**src/rtl/unet_host_sequencer.sv**
```systemverilog
// unet_host_sequencer
//   Host-side driver for the unet accelerator handshake. It loads the weight set
//   (optional), streams one input frame, waits for the result and then collects
//   the output frame into output memory. It repeats this for a batch of frames,
//   optionally compares each output word against expected memory, and has a
//   watchdog that aborts a run whose accelerator stops making progress.
//
// Ports
//   clk, rst_n                   clock, async active-low reset
//   start_i                      one-cycle run request, ignored unless idle
//   load_weights_i               sampled at start: send weights before frame 0
//   num_frames_i[7:0]            sampled at start: frames in batch (0 means 1)
//   cmp_en_i                     sampled at start: compare outputs to expected
//   busy_o, done_o               run in progress / one-cycle end-of-run pulse
//   timeout_err_o                watchdog abort, held until the next start
//   err_count_o[15:0]            saturating mismatch count for the run
//   acc_enpulse_o                handshake pulse to the accelerator
//   acc_ctrl_i[2:0]              accelerator status code
//   acc_data_in_o, acc_data_out_i  data to / from accelerator
//   src_rd_addr_o, src_sel_o, src_rd_data_i   weight(0)/input(1) memory read
//   exp_rd_addr_o, exp_rd_data_i              expected-output memory read
//   out_wr_en_o, out_wr_addr_o, out_wr_data_o output memory write
//
// state    | meaning
// IDLE     | waiting for start
// REQ_W    | accelerator idle expected, pulse to begin weight load
// SEND_W   | weight words consumed while status is SEND_WEIGHTS
// REQ_D    | accelerator idle expected, pulse to begin input frame
// SEND_D   | input words consumed while status is SEND_DATA
// WAIT_RDY | accelerator computing, pulse once DATA_READY
// RECV     | output words written while status is SENDING
// DONE     | one-cycle end of run, back to IDLE
module unet_host_sequencer #(
    parameter int DW        = 32,
    parameter int AW        = 24,
    parameter int N_WEIGHTS = 1680,
    parameter int N_INPUT   = 49218,
    parameter int N_OUTPUT  = 65536,
    parameter int TMO_W     = 20
) (
    input  logic          clk,
    input  logic          rst_n,
    input  logic          start_i,
    input  logic          load_weights_i,
    input  logic [7:0]    num_frames_i,
    input  logic          cmp_en_i,
    output logic          busy_o,
    output logic          done_o,
    output logic          timeout_err_o,
    output logic [15:0]   err_count_o,
    output logic          acc_enpulse_o,
    input  logic [2:0]    acc_ctrl_i,
    output logic [DW-1:0] acc_data_in_o,
    input  logic [DW-1:0] acc_data_out_i,
    output logic [AW-1:0] src_rd_addr_o,
    output logic          src_sel_o,
    input  logic [DW-1:0] src_rd_data_i,
    output logic [AW-1:0] exp_rd_addr_o,
    input  logic [DW-1:0] exp_rd_data_i,
    output logic          out_wr_en_o,
    output logic [AW-1:0] out_wr_addr_o,
    output logic [DW-1:0] out_wr_data_o
);

    typedef enum logic [2:0] {
        S_IDLE, S_REQ_W, S_SEND_W, S_REQ_D, S_SEND_D, S_WAIT_RDY, S_RECV, S_DONE
    } state_t;

    localparam logic [2:0] CTRL_SEND_W  = 3'd1;
    localparam logic [2:0] CTRL_SEND_D  = 3'd2;
    localparam logic [2:0] CTRL_RDY     = 3'd3;
    localparam logic [2:0] CTRL_SENDING = 3'd4;
    localparam logic [2:0] CTRL_IDLE    = 3'd5;

    localparam logic [AW-1:0]    LAST_W    = AW'(N_WEIGHTS - 1);
    localparam logic [AW-1:0]    LAST_I    = AW'(N_INPUT - 1);
    localparam logic [AW-1:0]    LAST_O    = AW'(N_OUTPUT - 1);
    localparam logic [AW-1:0]    STEP_IN   = AW'(N_INPUT);
    localparam logic [AW-1:0]    STEP_OUT  = AW'(N_OUTPUT);
    localparam logic [TMO_W-1:0] WD_RELOAD = '1;
    localparam logic [TMO_W-1:0] WD_TC     = TMO_W'(1);

    state_t           state_q;
    logic [AW-1:0]    cnt_q;
    logic [AW-1:0]    in_base_q;
    logic [AW-1:0]    out_base_q;
    logic [7:0]       frames_q;
    logic [7:0]       frame_idx_q;
    logic             cmp_en_q;
    logic             busy_q;
    logic             done_q;
    logic             timeout_err_q;
    logic             enpulse_q;
    logic [15:0]      err_count_q;
    logic [TMO_W-1:0] wd_q;

    logic take_w, take_d, hs_req, hs_rdy, take_out, progress, mismatch;

    assign take_w   = (state_q == S_SEND_W) && (acc_ctrl_i == CTRL_SEND_W);
    assign take_d   = (state_q == S_SEND_D) && (acc_ctrl_i == CTRL_SEND_D);
    assign hs_req   = ((state_q == S_REQ_W) || (state_q == S_REQ_D)) && (acc_ctrl_i == CTRL_IDLE);
    assign hs_rdy   = (state_q == S_WAIT_RDY) && (acc_ctrl_i == CTRL_RDY);
    assign take_out = (state_q == S_RECV) && (acc_ctrl_i == CTRL_SENDING);
    assign progress = take_w | take_d | hs_req | hs_rdy | take_out;
    assign mismatch = cmp_en_q && (acc_data_out_i != exp_rd_data_i);

    // Frame bases are running sums of the per-frame word count, which equals
    // frame_idx * N modulo 2**AW without needing a multiplier.
    assign src_rd_addr_o = (state_q == S_SEND_D) ? in_base_q + cnt_q :
                           (state_q == S_SEND_W) ? cnt_q : '0;
    assign src_sel_o     = (state_q == S_SEND_D);
    assign out_wr_addr_o = out_base_q + cnt_q;
    assign exp_rd_addr_o = out_wr_addr_o;
    assign out_wr_en_o   = take_out;
    assign out_wr_data_o = acc_data_out_i;
    assign acc_data_in_o = src_rd_data_i;

    assign busy_o        = busy_q;
    assign done_o        = done_q;
    assign timeout_err_o = timeout_err_q;
    assign err_count_o   = err_count_q;
    assign acc_enpulse_o = enpulse_q;

    always_ff @(posedge clk or negedge rst_n) begin
        if (!rst_n) begin
            state_q       <= S_IDLE;
            cnt_q         <= '0;
            in_base_q     <= '0;
            out_base_q    <= '0;
            frames_q      <= '0;
            frame_idx_q   <= '0;
            cmp_en_q      <= 1'b0;
            busy_q        <= 1'b0;
            done_q        <= 1'b0;
            timeout_err_q <= 1'b0;
            enpulse_q     <= 1'b0;
            err_count_q   <= '0;
            wd_q          <= '0;
        end else begin
            enpulse_q <= 1'b0;
            done_q    <= 1'b0;

            // Watchdog counts down stalled busy cycles; every state change in a
            // busy run comes from a progress event, so that reload covers it.
            if (progress) begin
                wd_q <= WD_RELOAD;
            end else if (busy_q) begin
                wd_q <= wd_q - TMO_W'(1);
            end

            if (busy_q && !progress && (wd_q == WD_TC)) begin
                timeout_err_q <= 1'b1;
                busy_q        <= 1'b0;
                done_q        <= 1'b1;
                state_q       <= S_DONE;
            end else begin
                case (state_q)
                    S_IDLE: begin
                        if (start_i) begin
                            cmp_en_q      <= cmp_en_i;
                            frames_q      <= (num_frames_i == 8'd0) ? 8'd1 : num_frames_i;
                            frame_idx_q   <= '0;
                            cnt_q         <= '0;
                            in_base_q     <= '0;
                            out_base_q    <= '0;
                            err_count_q   <= '0;
                            timeout_err_q <= 1'b0;
                            busy_q        <= 1'b1;
                            wd_q          <= WD_RELOAD;
                            state_q       <= load_weights_i ? S_REQ_W : S_REQ_D;
                        end
                    end
                    S_REQ_W: begin
                        if (hs_req) begin
                            enpulse_q <= 1'b1;
                            cnt_q     <= '0;
                            state_q   <= S_SEND_W;
                        end
                    end
                    S_SEND_W: begin
                        if (take_w) begin
                            if (cnt_q == LAST_W) begin
                                cnt_q   <= '0;
                                state_q <= S_REQ_D;
                            end else begin
                                cnt_q <= cnt_q + AW'(1);
                            end
                        end
                    end
                    S_REQ_D: begin
                        if (hs_req) begin
                            enpulse_q <= 1'b1;
                            cnt_q     <= '0;
                            state_q   <= S_SEND_D;
                        end
                    end
                    S_SEND_D: begin
                        if (take_d) begin
                            if (cnt_q == LAST_I) begin
                                cnt_q   <= '0;
                                state_q <= S_WAIT_RDY;
                            end else begin
                                cnt_q <= cnt_q + AW'(1);
                            end
                        end
                    end
                    S_WAIT_RDY: begin
                        if (hs_rdy) begin
                            enpulse_q <= 1'b1;
                            cnt_q     <= '0;
                            state_q   <= S_RECV;
                        end
                    end
                    S_RECV: begin
                        if (take_out) begin
                            if (mismatch && (err_count_q != 16'hFFFF)) begin
                                err_count_q <= err_count_q + 16'd1;
                            end
                            if (cnt_q == LAST_O) begin
                                cnt_q       <= '0;
                                frame_idx_q <= frame_idx_q + 8'd1;
                                in_base_q   <= in_base_q + STEP_IN;
                                out_base_q  <= out_base_q + STEP_OUT;
                                if (frame_idx_q == frames_q - 8'd1) begin
                                    busy_q  <= 1'b0;
                                    done_q  <= 1'b1;
                                    state_q <= S_DONE;
                                end else begin
                                    state_q <= S_REQ_D;
                                end
                            end else begin
                                cnt_q <= cnt_q + AW'(1);
                            end
                        end
                    end
                    S_DONE: begin
                        state_q <= S_IDLE;
                    end
                    default: begin
                        state_q <= S_IDLE;
                    end
                endcase
            end
        end
    end

endmodule
```
**config.mk**
```make
export PLATFORM = sky130hd
export DESIGN_NAME = unet_host_sequencer
export DESIGN_NICKNAME = d
export VERILOG_FILES = /design/src/rtl/unet_host_sequencer.sv
export SDC_FILE = /design/constraint.sdc
export NUM_CORES = 1
export LEC_CHECK = 0
export CAP_MARGIN = 10
export CORE_UTILIZATION = 52
export CTS_CLUSTER_DIAMETER = 60
export DETAILED_ROUTE_END_ITERATION = 12
export PLACE_DENSITY = 0.91
export SYNTH_ARGS = -nofsm -noshare
export SYNTH_HDL_FRONTEND = slang
export SYNTH_SLANG_ARGS = --single-unit
export TNS_END_PERCENT = 100
```
**constraint.sdc**
```tcl
create_clock -name clk -period 7.9 [get_ports clk]
set_input_delay 0.79 -clock clk [delete_from_list [all_inputs] [get_ports clk]]
set_output_delay 0.79 -clock clk [all_outputs]
set_load 0.01 [all_outputs]
```
==> results.sh <==
export IMPL_worst_ep_required_time_ns=7.11
export IMPL_grt_max_degree=72
export IMPL_postSynth_asyncResetShare_pct=100
export IMPL_synth_ff_latch_count=115
export IMPL_drt_vias_per_instance=5.80
export IMPL_floorplan_initialDensity_pct=53.6
export IMPL_post_layout_nonfiller_instances=1326
export IMPL_tritoncts_num_sinks=115
export IMPL_per_instance_average_area_after_synthesis_um2=8.44
export IMPL_via_count=7688
export IMPL_insertion_delay_ns=0.43
export IMPL_insertedDiodeCount=0
export IMPL_ys_flop_type="sky130_fd_sc_hd__dfrtp_1"
export IMPL_fin_util_pct=66.0
export IMPL_timing_critical_path_arrival_ns=3.91
export IMPL_critPathLaunch="cnt_q[2]"
export IMPL_synthDominantCellAreaShare_pct=33.7
export IMPL_postLayoutSetupSlackWorst_ns=3.20
export IMPL_finalSetupViolations=0
export IMPL_max_slew_margin_rel_pct=39.3
export IMPL_worst_setup_path_end_kind="output pin"
export IMPL_root_buffer="sky130_fd_sc_hd__clkbuf_16"
export IMPL_setup_tns_ns=0
export IMPL_synth_top_cells_by_count="sky130_fd_sc_hd__dfrtp_1, sky130_fd_sc_hd__nand2_1, sky130_fd_sc_hd__nor2_1"
export IMPL_critical_path_n_buffers_inverters=1
export IMPL_post_cts_hold_buffer_count=0
export IMPL_critical_path_slowest_cell="sky130_fd_sc_hd__clkdlybuf4s50_1"
export IMPL_grt_ovfl_total=0
export IMPL_routed_wirelength_um=22900
export IMPL_syn_inst=1013
export IMPL_globalRouteTotalUtil_pct=28.0
export IMPL_post_synth_main_area_contributors="sky130_fd_sc_hd__dfrtp_1, sky130_fd_sc_hd__xnor2_1, sky130_fd_sc_hd__buf_4"
export IMPL_grt_setup_unrepaired="false"
export IMPL_fin_area_um2=10500
export IMPL_drtIter0Drc=500
export IMPL_drc=0
export IMPL_yosysUniqueCellTypes=60
export IMPL_preCtsSetupSlack_ns=3.64
export IMPL_io_pin_count=270
export IMPL_die_x_um=130
export IMPL_placement_rows=46
export IMPL_tightestPinTransition_ns=0.910
export IMPL_clk_path_buf_depth=2
export IMPL_power_per_cell_area_nw_per_um2=260
export IMPL_worst_r2r_endpoint="cnt_q[22]"
export IMPL_path_class="reg2out"
export IMPL_synth_top_cell_by_area="sky130_fd_sc_hd__dfrtp_1"
export IMPL_path_clk_slew_ns=0.06
export IMPL_grt_pass1_vias=7492
export IMPL_timing_critical_path_fanout_max=11
export IMPL_1st_pass_router_iterations=5
export IMPL_crit_path_max_incr_delay_ns=0.58
export IMPL_slew_viol_final=0
export IMPL_final_hold_worst_slack_ns=0.364
export IMPL_status="completed"
export IMPL_r2r_start="wd_q[13]"
export IMPL_cellLeakagePower_nw=4.35
export IMPL_postPlaceCellArea_um2=9970
export IMPL_dieHeight_um=130
export IMPL_critPathLaunchType="register"
export IMPL_maxClockFrequency_ghz=0.213
export IMPL_synth_most_common_cell="sky130_fd_sc_hd__dfrtp_1"
export IMPL_coreArea_um2=15900
export IMPL_grt_first_pass_wirelength_um=36700
export IMPL_vdd_ir_drop_worst_mv=0.181
export IMPL_die_ar_um2=17000
export IMPL_cap_viol_max_count=0
export IMPL_worst_r2r_cell_count=7
export IMPL_post_place_cells=1294
export IMPL_number_of_antenna_violations_at_the_first_check_in_global_routing=0
export IMPL_post_synth_instance_area_um2=8550
export IMPL_timing_reg2reg_setup_slack_ns=3.82
export IMPL_cts_buffers=17
export IMPL_finClkSkew_ns=0.00870
export IMPL_htreeDepth=4
export IMPL_synth_yosys_seq_area_share_pct=33.7
export IMPL_kind_of_cell_adding_the_most_delay_to_the_critical_path="compound AO/OA/AOI/OAI gates"
export IMPL_port_buffer_count=205
export IMPL_post_cts_setup_buffers=0
export IMPL_final_layout_size_suffix_gt1_share_pct=4.59
export IMPL_hpwlAfterDp_um=16600
export IMPL_wl_per_cell_um=17.3
export IMPL_worstPathCellList="ha_1 > a211o_1 > o211a_1 > a21oi_1 > nor4_1 > o21a_1 > or4_1 > and2_1 > o211ai_1 > clkdlybuf4s50_1"
export IMPL_hold_violations=0
export IMPL_synth_net_count=1163
export IMPL_drtAntennaViolNets=0
export IMPL_timing_hold_worst_class="in2async"
export IMPL_yosys_warnings=0
export IMPL_design_power_total_mw=2.74
export IMPL_gp_congestion=0.943
export IMPL_finish_net_count=1247
export IMPL_cts_resized_gates=0
export IMPL_tritoncts="yes"
export IMPL_finalWorstPathRequiredPeriod_ns=4.70
export IMPL_share_of_the_clock_period_used_by_the_worst_path_after_layout_pct=59.5
export IMPL_layout_area_overhead_vs_synth_pct=23.1
export IMPL_synth_edff_count=0
==> report_power, final <==
| part | internal (mW) | switching (mW) | total (mW) | leakage [nW] |
|---|---|---|---|---|
| combinational | 0.522 | 0.604 | 1.13 | 2.63 |
| clock | 0.420 | 0.296 | 0.716 | 0.259 |
| sequential | 0.696 | 0.202 | 0.898 | 1.46 |
| total | 1.64 | 1.10 | 2.74 | 4.35 |
==> state kept, by name (all words and copies together) (netlist names), 3 cells and up <==
| name | count |
|---|---|
| cnt_q | 24 |
| wd_q | 20 |
| err_count_o | 16 |
| frames_q | 8 |
| state_q | 3 |
| out_base_q | 8 |
| in_base_q | 23 |
| frame_idx_q | 8 |
==> how the worst max path moves through the flow <==
stage,slack (ns),cells past startpoint,end
after floorplan,4.55,9,src_rd_addr_o[23]
after global placement,3.72,10,src_rd_addr_o[23]
after detailed placement,3.64,10,src_rd_addr_o[23]
after CTS,3.19,10,src_rd_addr_o[23]
after global routing,2.95,10,src_rd_addr_o[21]
final,3.20,10,src_rd_addr_o[23]
==> kinds of logic (layout without fill, tap and decap cells) <==
kind of cell             after synthesis  after routing  synth area share [%]
AO/OA/AOI/OAI                        169            169                  13.1
adder cells (fa/ha/maj)               38             38                  5.56
flip-flops                           115            115                  33.7
XOR/XNOR                             117            117                  12.0
AND/OR/NAND/NOR                      408            408                  23.6
buffers and inverters                166            263                  12.0
==> cell usage in the layout (no fill, tap or decap), drive strengths merged, types with 13 or more instances in the layout <==
cell type / Yosys / final
nor4: 17 / 17
o21ai: 57 / 57
clkbuf: 39 / 19
and3: 13 / 13
ha: 38 / 38
xor2: 30 / 30
o31ai: 13 / 13
nand4: 28 / 28
inv: 21 / 25
dfrtp: 115 / 115
nor3: 35 / 35
a22o: 15 / 15
nand2: 109 / 109
nor2: 98 / 98
xnor2: 87 / 87
clkdlybuf4s50: 0 / 204
or3: 20 / 20
a21oi: 28 / 28
nand3: 38 / 38
==> cell type report <==
| class | instances | area [um^2] |
|---|---|---|
| repair buffers | 210 | 2090 |
| multi-input cells | 732 | 4660 |
| clock inverters | 13 | 100 |
| fillers | 1266 | 5420 |
| inverters | 21 | 78.8 |
| flip-flops and latches | 115 | 2880 |
| well taps | 216 | 270 |
| clock buffers | 19 | 453 |
==> layer usage <==
metal,global-route usage [%],part of all wire [%],vias to the layer above
li1,-,-,3617
met1,31.7,38,3675
met2,48.6,50,328
met3,7.75,8.5,68
met4,13.3,3.7,0
met5,0,0,-
==> worst register-to-register path: cells and delay by family, from the launching register on <==
kind / cells / cell delay, ns
AO/OA/AOI/OAI: 1 / 0.16
flip-flops: 1 / 0.40
AND/OR/NAND/NOR: 6 / 3.38
Note: power is estimated with default switching activity, not from simulation.
